$ cat config.mk
export PLATFORM = sky130hd
export DESIGN_NAME = turn_resource_tracker_flat
export DESIGN_NICKNAME = d
export VERILOG_FILES = /design/src/rtl/turn_resource_tracker_if.sv /design/src/rtl/turn_resource_tracker.sv /design/src/flat_wrapper.sv
export SDC_FILE = /design/constraint.sdc
export NUM_CORES = 1
export LEC_CHECK = 0
export ABC_AREA = 1
export CORE_ASPECT_RATIO = 0.8
export CORE_MARGIN = 2
export CORE_UTILIZATION = 45
export CTS_CLUSTER_DIAMETER = 150
export DETAILED_ROUTE_END_ITERATION = 10
export PLACE_DENSITY = 0.71
export SETUP_SLACK_MARGIN = 0.02
export SYNTH_ARGS = -nofsm -noshare
export SYNTH_HDL_FRONTEND = slang
export SYNTH_SLANG_ARGS = --single-unit
$ cat constraint.sdc
create_clock -name clk -period 2.5 [get_ports clk]
set_input_delay 0.625 -clock clk [delete_from_list [all_inputs] [get_ports clk]]
set_output_delay 0.625 -clock clk [all_outputs]
set_load 0.02 [all_outputs]
$ cat src/rtl/turn_resource_tracker_if.sv
// Card-decode and deck-handshake signal bundle for turn_resource_tracker.
// The master side drives decode data and draw_ack; the slave side is the tracker.
interface turn_resource_tracker_if #(
  parameter int unsigned ACT_W  = 4,
  parameter int unsigned BUY_W  = 4,
  parameter int unsigned COIN_W = 6,
  parameter int unsigned DRAW_W = 4,
  parameter int unsigned VP_W   = 8
);
  logic                    turn_start;
  logic                    phase_end;
  logic                    card_go;
  logic [2:0]              mode;
  logic [2:0]              buy_in;
  logic [2:0]              action_in;
  logic [2:0]              draw_in;
  logic [4:0]              gold_in;
  logic                    draw_ack;

  logic [ACT_W-1:0]        actions_left;
  logic [BUY_W-1:0]        buys_left;
  logic [COIN_W-1:0]       coins;
  logic [DRAW_W-1:0]       draw_pending;
  logic                    draw_req;
  logic signed [VP_W-1:0]  vp_total;
  logic [2:0]              phase;
  logic                    act_err;
  logic                    buy_err;
  logic                    turn_done;

  modport master (
    output turn_start, phase_end, card_go, mode, buy_in, action_in, draw_in, gold_in, draw_ack,
    input  actions_left, buys_left, coins, draw_pending, draw_req, vp_total, phase,
           act_err, buy_err, turn_done
  );

  modport slave (
    input  turn_start, phase_end, card_go, mode, buy_in, action_in, draw_in, gold_in, draw_ack,
    output actions_left, buys_left, coins, draw_pending, draw_req, vp_total, phase,
           act_err, buy_err, turn_done
  );
endinterface

$ cat src/rtl/turn_resource_tracker.sv
// Per-turn budget tracker: accumulates decoded card effects once per card_go pulse,
// sequences ACT -> BUY -> CLEAN -> DRAW and requests draws from the deck.
module turn_resource_tracker #(
  parameter int unsigned ACT_W     = 4,
  parameter int unsigned BUY_W     = 4,
  parameter int unsigned COIN_W    = 6,
  parameter int unsigned DRAW_W    = 4,
  parameter int unsigned VP_W      = 8,
  parameter int unsigned HAND_SIZE = 5
) (
  input  logic                   clk,
  input  logic                   rst_n,
  turn_resource_tracker_if.slave bus
);

  localparam logic [2:0] PH_IDLE  = 3'd0;
  localparam logic [2:0] PH_ACT   = 3'd1;
  localparam logic [2:0] PH_BUY   = 3'd2;
  localparam logic [2:0] PH_CLEAN = 3'd3;
  localparam logic [2:0] PH_DRAW  = 3'd4;

  localparam logic [2:0] M_ACTION    = 3'd2;
  localparam logic [2:0] M_ACTIONEND = 3'd3;
  localparam logic [2:0] M_BUY       = 3'd4;
  localparam logic [2:0] M_ENDGAME   = 3'd6;

  localparam int unsigned ACT_MAX  = 2**ACT_W - 1;
  localparam int unsigned BUY_MAX  = 2**BUY_W - 1;
  localparam int unsigned COIN_MAX = 2**COIN_W - 1;
  localparam int unsigned DRAW_MAX = 2**DRAW_W - 1;
  localparam int          VP_MAX   = 2**(VP_W-1) - 1;
  localparam int          VP_MIN   = -(2**(VP_W-1));

  function automatic int unsigned sat(input int unsigned v, input int unsigned mx);
    return (v > mx) ? mx : v;
  endfunction

  logic [2:0]             phase_q,   phase_d;
  logic [ACT_W-1:0]       actions_q, actions_d;
  logic [BUY_W-1:0]       buys_q,    buys_d;
  logic [COIN_W-1:0]      coins_q,   coins_d;
  logic [DRAW_W-1:0]      pend_q,    pend_d;
  logic signed [VP_W-1:0] vp_q,      vp_d;
  logic                   act_err_q, act_err_d;
  logic                   buy_err_q, buy_err_d;
  logic                   done_q,    done_d;
  logic                   card_go_q;

  logic                   evt;
  logic                   ack_ok;
  logic [DRAW_W-1:0]      pend_base;
  int                     vp_delta;
  int                     vp_sum;

  assign evt    = bus.card_go & ~card_go_q;
  assign ack_ok = bus.draw_ack && (pend_q != '0) && (phase_q == PH_ACT || phase_q == PH_DRAW);

  always_comb begin
    phase_d   = phase_q;
    actions_d = actions_q;
    buys_d    = buys_q;
    coins_d   = coins_q;
    vp_d      = vp_q;
    act_err_d = 1'b0;
    buy_err_d = 1'b0;
    done_d    = 1'b0;
    pend_base = ack_ok ? pend_q - DRAW_W'(1) : pend_q;
    pend_d    = pend_base;

    vp_delta      = 0;
    vp_delta[2:0] = bus.gold_in[2:0];
    if (bus.gold_in[4]) vp_delta = -vp_delta;
    vp_sum = int'(vp_q) + vp_delta;
    if (evt && bus.mode == M_ENDGAME) begin
      if (vp_sum > VP_MAX)      vp_d = VP_W'(VP_MAX);
      else if (vp_sum < VP_MIN) vp_d = VP_W'(VP_MIN);
      else                      vp_d = VP_W'(vp_sum);
    end

    // Card event uses the current phase; phase_end then overrides the next phase.
    case (phase_q)
      PH_IDLE: begin
        if (bus.turn_start) begin
          phase_d   = PH_ACT;
          actions_d = ACT_W'(1);
          buys_d    = BUY_W'(1);
          coins_d   = '0;
        end
      end
      PH_ACT: begin
        if (evt && bus.mode == M_ACTION) begin
          if (actions_q == '0) begin
            act_err_d = 1'b1;
          end else begin
            actions_d = ACT_W'(sat(32'(actions_q) - 32'd1 + 32'(bus.action_in), ACT_MAX));
            buys_d    = BUY_W'(sat(32'(buys_q) + 32'(bus.buy_in), BUY_MAX));
            coins_d   = COIN_W'(sat(32'(coins_q) + 32'(bus.gold_in), COIN_MAX));
            pend_d    = DRAW_W'(sat(32'(pend_base) + 32'(bus.draw_in), DRAW_MAX));
          end
        end else if (evt && bus.mode == M_ACTIONEND) begin
          coins_d = COIN_W'(sat(32'(coins_q) + 32'(bus.gold_in), COIN_MAX));
          phase_d = PH_BUY;
        end
        if (bus.phase_end) phase_d = PH_BUY;
      end
      PH_BUY: begin
        if (evt && bus.mode == M_ACTIONEND) begin
          coins_d = COIN_W'(sat(32'(coins_q) + 32'(bus.gold_in), COIN_MAX));
        end else if (evt && bus.mode == M_BUY) begin
          if (!bus.gold_in[4] || buys_q == '0 || 32'(bus.gold_in[3:0]) > 32'(coins_q)) begin
            buy_err_d = 1'b1;
          end else begin
            coins_d = coins_q - COIN_W'(bus.gold_in[3:0]);
            buys_d  = buys_q - BUY_W'(1);
            if (buys_q == BUY_W'(1)) phase_d = PH_CLEAN;
          end
        end
        if (bus.phase_end) phase_d = PH_CLEAN;
      end
      PH_CLEAN: begin
        actions_d = '0;
        buys_d    = '0;
        coins_d   = '0;
        pend_d    = DRAW_W'(sat(32'(pend_q) + HAND_SIZE, DRAW_MAX));
        phase_d   = PH_DRAW;
      end
      PH_DRAW: begin
        if (pend_base == '0) begin
          phase_d = PH_IDLE;
          done_d  = 1'b1;
        end
      end
      default: phase_d = PH_IDLE;
    endcase
  end

  always_ff @(posedge clk or negedge rst_n) begin
    if (!rst_n) begin
      phase_q   <= PH_IDLE;
      actions_q <= '0;
      buys_q    <= '0;
      coins_q   <= '0;
      pend_q    <= '0;
      vp_q      <= '0;
      act_err_q <= 1'b0;
      buy_err_q <= 1'b0;
      done_q    <= 1'b0;
      card_go_q <= 1'b0;
    end else begin
      phase_q   <= phase_d;
      actions_q <= actions_d;
      buys_q    <= buys_d;
      coins_q   <= coins_d;
      pend_q    <= pend_d;
      vp_q      <= vp_d;
      act_err_q <= act_err_d;
      buy_err_q <= buy_err_d;
      done_q    <= done_d;
      card_go_q <= bus.card_go;
    end
  end

  assign bus.phase        = phase_q;
  assign bus.actions_left = actions_q;
  assign bus.buys_left    = buys_q;
  assign bus.coins        = coins_q;
  assign bus.draw_pending = pend_q;
  assign bus.vp_total     = vp_q;
  assign bus.act_err      = act_err_q;
  assign bus.buy_err      = buy_err_q;
  assign bus.turn_done    = done_q;
  assign bus.draw_req     = (pend_q != '0) && (phase_q == PH_ACT || phase_q == PH_DRAW);

endmodule
$ cat src/flat_wrapper.sv
// flat-port wrapper written by rule: the top's interface ports become plain ports
module turn_resource_tracker_flat 
#(
  parameter int unsigned ACT_W     = 4,
  parameter int unsigned BUY_W     = 4,
  parameter int unsigned COIN_W    = 6,
  parameter int unsigned DRAW_W    = 4,
  parameter int unsigned VP_W      = 8,
  parameter int unsigned HAND_SIZE = 5
)
  (clk, rst_n, bus_turn_start, bus_phase_end, bus_card_go, bus_mode, bus_buy_in, bus_action_in, bus_draw_in, bus_gold_in, bus_draw_ack, bus_actions_left, bus_buys_left, bus_coins, bus_draw_pending, bus_draw_req, bus_vp_total, bus_phase, bus_act_err, bus_buy_err, bus_turn_done);
  turn_resource_tracker_if #(.ACT_W(ACT_W), .BUY_W(BUY_W), .COIN_W(COIN_W), .DRAW_W(DRAW_W), .VP_W(VP_W)) bus_i ();
  input  logic clk;
  input  logic rst_n;
  input wire logic [$bits(bus_i.turn_start)-1:0] bus_turn_start;
  input wire logic [$bits(bus_i.phase_end)-1:0] bus_phase_end;
  input wire logic [$bits(bus_i.card_go)-1:0] bus_card_go;
  input wire logic [$bits(bus_i.mode)-1:0] bus_mode;
  input wire logic [$bits(bus_i.buy_in)-1:0] bus_buy_in;
  input wire logic [$bits(bus_i.action_in)-1:0] bus_action_in;
  input wire logic [$bits(bus_i.draw_in)-1:0] bus_draw_in;
  input wire logic [$bits(bus_i.gold_in)-1:0] bus_gold_in;
  input wire logic [$bits(bus_i.draw_ack)-1:0] bus_draw_ack;
  output wire logic [$bits(bus_i.actions_left)-1:0] bus_actions_left;
  output wire logic [$bits(bus_i.buys_left)-1:0] bus_buys_left;
  output wire logic [$bits(bus_i.coins)-1:0] bus_coins;
  output wire logic [$bits(bus_i.draw_pending)-1:0] bus_draw_pending;
  output wire logic [$bits(bus_i.draw_req)-1:0] bus_draw_req;
  output wire logic [$bits(bus_i.vp_total)-1:0] bus_vp_total;
  output wire logic [$bits(bus_i.phase)-1:0] bus_phase;
  output wire logic [$bits(bus_i.act_err)-1:0] bus_act_err;
  output wire logic [$bits(bus_i.buy_err)-1:0] bus_buy_err;
  output wire logic [$bits(bus_i.turn_done)-1:0] bus_turn_done;
  assign bus_i.turn_start = bus_turn_start;
  assign bus_i.phase_end = bus_phase_end;
  assign bus_i.card_go = bus_card_go;
  assign bus_i.mode = bus_mode;
  assign bus_i.buy_in = bus_buy_in;
  assign bus_i.action_in = bus_action_in;
  assign bus_i.draw_in = bus_draw_in;
  assign bus_i.gold_in = bus_gold_in;
  assign bus_i.draw_ack = bus_draw_ack;
  assign bus_actions_left = bus_i.actions_left;
  assign bus_buys_left = bus_i.buys_left;
  assign bus_coins = bus_i.coins;
  assign bus_draw_pending = bus_i.draw_pending;
  assign bus_draw_req = bus_i.draw_req;
  assign bus_vp_total = bus_i.vp_total;
  assign bus_phase = bus_i.phase;
  assign bus_act_err = bus_i.act_err;
  assign bus_buy_err = bus_i.buy_err;
  assign bus_turn_done = bus_i.turn_done;
  turn_resource_tracker #(.ACT_W(ACT_W), .BUY_W(BUY_W), .COIN_W(COIN_W), .DRAW_W(DRAW_W), .VP_W(VP_W), .HAND_SIZE(HAND_SIZE)) u_core (.clk(clk), .rst_n(rst_n), .bus(bus_i));
endmodule
==> Word level (Yosys, flattened, before mapping) <==
Cells that the tools add are included.
{ "word_totals": {"regBits": 33, "in_bits": 23} }
{ "classes": {"addsub": 11, "n_reduce_logical": 22, "bitwise_logic": 2, "order_cmp": 8, "eq_ne": 26, "n_mux": 50} }
{ "op_table": {"columns": ["cell", "count"], "rows": [
  ["4-bit two-way mux", 15],
  ["6-bit two-way mux", 8],
  ["32-bit by 3-bit adder with 32-bit output", 1],
  ["8-bit by 32-bit adder with 32-bit output", 1],
  ["32-bit by 4-bit greater-than comparator with 1-bit output, second input constant", 1],
  ["32-bit by 8-bit greater-than comparator with 1-bit output, second input constant", 1],
  ["32-bit by 8-bit less-than comparator with 1-bit output, second input constant", 1],
  ["32-bit two-way mux", 1],
  ["3-bit negator with 32-bit output", 1],
  ["3-bit two-way mux", 10],
  ["6-bit case mux with 4 select lines", 1],
  ["8-bit two-way mux", 2],
  ["4-bit case mux with 4 select lines", 1],
  ["5-bit by 4-bit greater-than comparator with 1-bit output, second input constant", 3],
  ["3-bit case mux with 5 select lines", 1],
  ["3-bit by 2-bit == test with 1-bit output, second input constant", 4],
  ["4-bit logical NOT", 3],
  ["3-bit by 2-bit != test with 1-bit output, second input constant", 4],
  ["3-bit != test, second input constant", 4],
  ["4-bit case mux with 3 select lines", 1],
  ["4-bit by 3-bit adder with 5-bit output", 2],
  ["3-bit == test, second input constant", 3],
  ["1-bit two-way mux", 9],
  ["2-bit != test, second input constant", 4],
  ["24 further kinds", 37]
]} }

==> Longest topological paths before layout <==
{ "depth": {"word_depth": 10, "mapped_depth": 18} }

==> Least setup slack after synthesis <==
Ideal clock, no wire load.
{ "synth_path": {"path_type": "in2reg", "start": "input bus_gold_in[1]", "end": "register u_core.vp_q[2] (netlist: u_core.bus.vp_total[2])", "required_time_ps": 2383, "setup_slack_ps": -151, "cell_stages": 18, "arrival_time_ps": 2534, "path_buffers": 0, "cell_sequence": "inv_1 > ha_1 > nand2_1 > o21ai_0 > inv_1 > fa_1 > inv_1 > nand3_1 > nand2_1 > nand2_1 > nand2_1 > nand2_1 > nand2_1 > nand2_1 > o21bai_2 > nand2_1 > nand2_1 > nand2_1"} }
{ "synth_between": {"elab_chain_cells": 6, "elab_cells_between_ends": 7} }
{ "synth_rtl": {"columns": ["element", "line", "rtl"], "rows": [
  ["start, declared", "flat_wrapper.sv:22", "input wire logic [$bits(bus_i.gold_in)-1:0] bus_gold_in;"],
  ["3-bit negator with 32-bit output", "turn_resource_tracker.sv:72", "if (bus.gold_in[4]) vp_delta = -vp_delta;"],
  ["32-bit two-way mux (*)", "turn_resource_tracker.sv:72", null],
  ["8-bit by 32-bit adder with 32-bit output (*)", "turn_resource_tracker.sv:73", "vp_sum = int'(vp_q) + vp_delta;"],
  ["32-bit by 8-bit less-than comparator with 1-bit output", "turn_resource_tracker.sv:76", "else if (vp_sum < VP_MIN) vp_d = VP_W'(VP_MIN);"],
  ["8-bit two-way mux", "turn_resource_tracker.sv:76", null],
  ["8-bit two-way mux (*)", "turn_resource_tracker.sv:75", "if (vp_sum > VP_MAX) vp_d = VP_W'(VP_MAX);"],
  ["end signal, assigned", "turn_resource_tracker.sv:155", "vp_q <= vp_d;"],
  ["end, declared", "turn_resource_tracker.sv:43", "logic signed [VP_W-1:0] vp_q, vp_d;"]
]} }
Mark *: on every way between the ends. The rest lies on a longest branch, timed or not.
A chain may end at the register's enable or synchronous reset.

==> Worst setup path after layout <==
{ "layout_path": {"start": "register u_core.actions_q[1] (netlist: u_core.bus.actions_left[1])", "end": "register u_core.actions_q[1] (netlist: u_core.bus.actions_left[1])"} }
{ "layout_between": {"elab_chain_cells": 7, "elab_cells_between_ends": 10} }
{ "layout_rtl": {"columns": ["element", "line", "rtl"], "rows": [
  ["start, declared", "turn_resource_tracker.sv:39", "logic [ACT_W-1:0] actions_q, actions_d;"],
  ["start signal, assigned", "turn_resource_tracker.sv:151", "actions_q <= actions_d;"],
  ["4-bit by 1-bit subtractor with 5-bit output", "turn_resource_tracker.sv:95", "actions_d = ACT_W'(sat(32'(actions_q) - 32'd1 + 32'(bus.action_in), ACT_MAX));"],
  ["32-bit by 3-bit adder with 32-bit output", "turn_resource_tracker.sv:95", null],
  ["32-bit by 4-bit greater-than comparator with 1-bit output", "turn_resource_tracker.sv:35", "return (v > mx) ? mx : v;"],
  ["4-bit two-way mux", "turn_resource_tracker.sv:35", null],
  ["4-bit two-way mux", "turn_resource_tracker.sv:92", "if (actions_q == '0) begin"],
  ["4-bit two-way mux", "turn_resource_tracker.sv:91", "if (evt && bus.mode == M_ACTION) begin"],
  ["4-bit case mux with 3 select lines", "turn_resource_tracker.sv:81", "case (phase_q)"]
]} }
Parallel ways exist; a longest one is shown, timed or not. The select of a mux whose other input is x is not followed.

==> results by group <==
Run status
  • Run status: finished with violations
  • Failing checks: setup timing

Layout
  • Layout fillers: 656
  • Layout cells sized above 1: 29.04%
  • Design area: 5301 um2
  • Area grow syn2layout: 48.20%
  • Commonest non-fill, non-tap cell in the layout: nand2_1
  • Diode count: 0
  • Commonest non-fill, non-tap cells in the layout: 145 x nand2_1, 70 x buf_4, 67 x inv_1
  • Layout Nets: 738
  • Final core utilization: 67.64%

Worst setup path
  • Crit end category: flip-flop
  • Max incr delay on CP: 0.43 ns
  • Worst EP arrival: 2.80 ns
  • Worst-path cell chain: inv_4 > buf_12 > ha_4 > fa_2 > inv_2 > a21oi_2 > or2_4 > ha_4 > nand2_2 > nor3_2 > nand4_1 > o21ai_1 > o21ai_1
  • Kind of critical path: flip-flop to flip-flop
  • CP Launch Point: u_core.bus.actions_left[1]
  • Critical Path Start Type: flip-flop
  • Critical R2R Launch: u_core.bus.actions_left[1]
  • CP max stage cell: dfrtp_2
  • Req. time, crit path: 2.66 ns
  • Top fanout value on the critical path: 4

Synthesis
  • Synthesized instance count: 531
  • Mean Syn Cell Area: 6.737 um2
  • Register area share after synthesis: 23.08%
  • Post-Syn Nets: 602
  • Cell Area, Synth: 3577 um2
  • Ys Warns: 0
  • Synth cell types: 39
  • #FFs+latches synth: 33

Clock network
  • Root buffer selected by CTS: clkbuf_8
  • Hold_buf cts: 0
  • H-Tree Depth: 2
  • Worst skew pair latency: 0.28 ns
  • Clk pin slew, worst setup/hold paths: 0.07 ns
  • CTS Buf Count: 5
  • Clk buf depth: 2
  • # clock sinks: 33
  • CTS tree: built

Global routing
  • First-pass GRT wire length: 16830 um
  • Initial antenna violation count: 0
  • Number of global-route vias before repair: 3654
  • Gr usage total: 23.28%
  • Pin count of the biggest net entering global routing: 34
  • Grt ovf: 0

Power
  • Power density over cell area: 1246 nW/um2
  • Leakage: 2.681 nW
  • Peak VDD IR: 836.0 uV

Route
  • Final ANT Viol Nets: 0
  • Via Count: 3826
  • Final WL: 10120 um
  • Number of vias per cell: 4.930
  • DRC viols: 0
  • Iter 0 DRT Violations: 199
  • First-pass DRT Iterations: 7
  • Wire length per cell: 13.04 um

Timing
  • Fin crit period: 2.639 ns
  • Slew @ Worst Pin: 0.7325 ns
  • Setup Skew: 0.004321 ns
  • Final Hold Viols: 0
  • Slew margin rel.: 50.98%
  • Final worst path period share: 105.6%
  • Max frequency: 378.9 MHz
  • Slew Limit Fails: 0
  • Final setup margin: -0.1390 ns
  • Count of final setup violators: 4
  • Unrepaired setup endpoints after global routing: yes

Placement
  • Routability congestion estimate: 0.9388
  • HPWL Detailed: 7609 um
  • IO buf count: 55
  • DP Area: 4765 um2

Hold path
  • Min-Delay Path Class: flip-flop to flip-flop
  • Min-delay src: u_core.bus.coins[3]

Floorplan
  • Total die area: 8683 um2
  • Io pins: 56
  • Initial Util: 45.64%
  • Die H: 83.75 um
  • Num rows: 29
  • Core area: 7838 um2
  • Die X-Extent: 103.7 um

Flow run
  • Max-cap violations: 0
[kinds of logic (layout without fill, tap and decap cells)]
| logic type | after synthesis | in the layout | synth area share, % |
|---|---|---|---|
| compound gates | 70 | 70 | 10.84 |
| xor+xnor | 17 | 17 | 4.162 |
| fa+ha+maj | 48 | 48 | 18.05 |
| buf+inv | 88 | 225 | 9.409 |
| flops | 33 | 33 | 23.08 |
| simple gates | 275 | 275 | 34.45 |
[critical path: cells and delay by family, from the launching register on]
kind                     cells  cell delay, ns
AND/OR/NAND/NOR              4            0.67
flip-flops                   1            0.43
adder cells (fa/ha/maj)      3            0.82
buffers and inverters        3            0.25
AO/OA/AOI/OAI                3            0.35
[flip-flops by register name, indices dropped and copies added, names as in the netlist, 3 cells and up]
signal	cells
u_core.bus.phase	3
u_core.bus.vp_total	8
u_core.bus.coins	6
u_core.bus.draw_pending	4
u_core.bus.actions_left	4
u_core.bus.buys_left	4
[synth_stat cells (all sizes together)]
master	count	area, um2
nor4	2	12.51
nor3	4	25.02
o21bai	1	11.26
xnor2	5	43.79
or2	3	21.27
xor2	12	105.1
o22ai	1	6.260
nand3	30	212.7
a31oi	4	25.02
nand2	177	701.9
inv	87	331.6
fa	6	120.1
a21boi	1	7.510
dfrtp	33	825.8
nand4	3	18.77
o211ai	1	7.510
a32oi	1	8.760
o21ai	38	197.7
ha	42	525.5
nor2	52	210.2
nand3b	3	22.52
o21a	1	7.510
buf	1	5.000
a2bb2oi	1	8.760
a22oi	1	7.510
a21oi	20	100.1
nor3b	1	7.510
[per-layer routing]
layer	track usage, %	vias to the layer above	share of wire [%]
met5	0	-	0
met4	4.545	0	1.4
met3	4.684	12	6.1
met2	35.34	106	43
met1	34.45	1749	49
li1	-	1959	-
[report_power, final]
part / total (mW) / leakage [nW] / switching (mW) / internal [mW]
registers: 1.01 / 0.419 / 0.281 / 0.734
clock network: 0.390 / 0.0450 / 0.197 / 0.193
logic: 5.20 / 2.22 / 2.84 / 2.36
[timing repair]
item | 4_1_cts | 5_1_grt
buffers inserted | 8 | 8
resized for setup | 47 | 53
pin swaps | 22 | 29
endpoints found under the setup margin | 26 | 23
[stage by stage]
| stage | hold WS, ns | instances | setup TNS (ns) | setup WS [ns] | power, mW |
|---|---|---|---|---|---|
| 2_1_floorplan | 0.3294 | 531 | -0.5965 | -0.08583 | 3.851 |
| 3_3_place_gp | 0.5362 | 752 | -16.45 | -0.7457 | 5.377 |
| 3_5_place_dp | 0.5385 | 752 | -17.36 | -0.8585 | 5.451 |
| 4_1_cts | 0.5546 | 768 | -0.3663 | -0.1022 | 6.129 |
| 5_1_grt | 0.6042 | 776 | -0.9989 | -0.2692 | 7.248 |
| 6_report | 0.5904 | 776 | -0.4503 | -0.1390 | 6.603 |
[worst paths after layout]
kind,slack [ns],depth (start not counted),to
worst max-delay path,-0.14,13,u_core.bus.actions_left[1]
worst min-delay path,0.59,2,u_core.bus.coins[3]
worst max register to register,-0.14,13,u_core.bus.actions_left[1]
worst min register to register,0.59,2,u_core.bus.coins[3]
max in group asynchronous,1.43,2,u_core.bus.actions_left[1]
min in group asynchronous,0.74,2,u_core.bus.draw_pending[0]
[area by class of cell]
class,count,area (um2),share of cell area [%]
Clock buffer,6,72.57,1.369
Multi-Input combinational cell,410,2781,52.47
Timing Repair Buffer,130,1134,21.38
Clock inverter,2,10.01,0.1888
Inverter,87,340.3,6.420
Sequential cell,33,828.3,15.62
Tap cell,108,135.1,2.549
No activity file was read; power rests on OpenSTA's default activity.
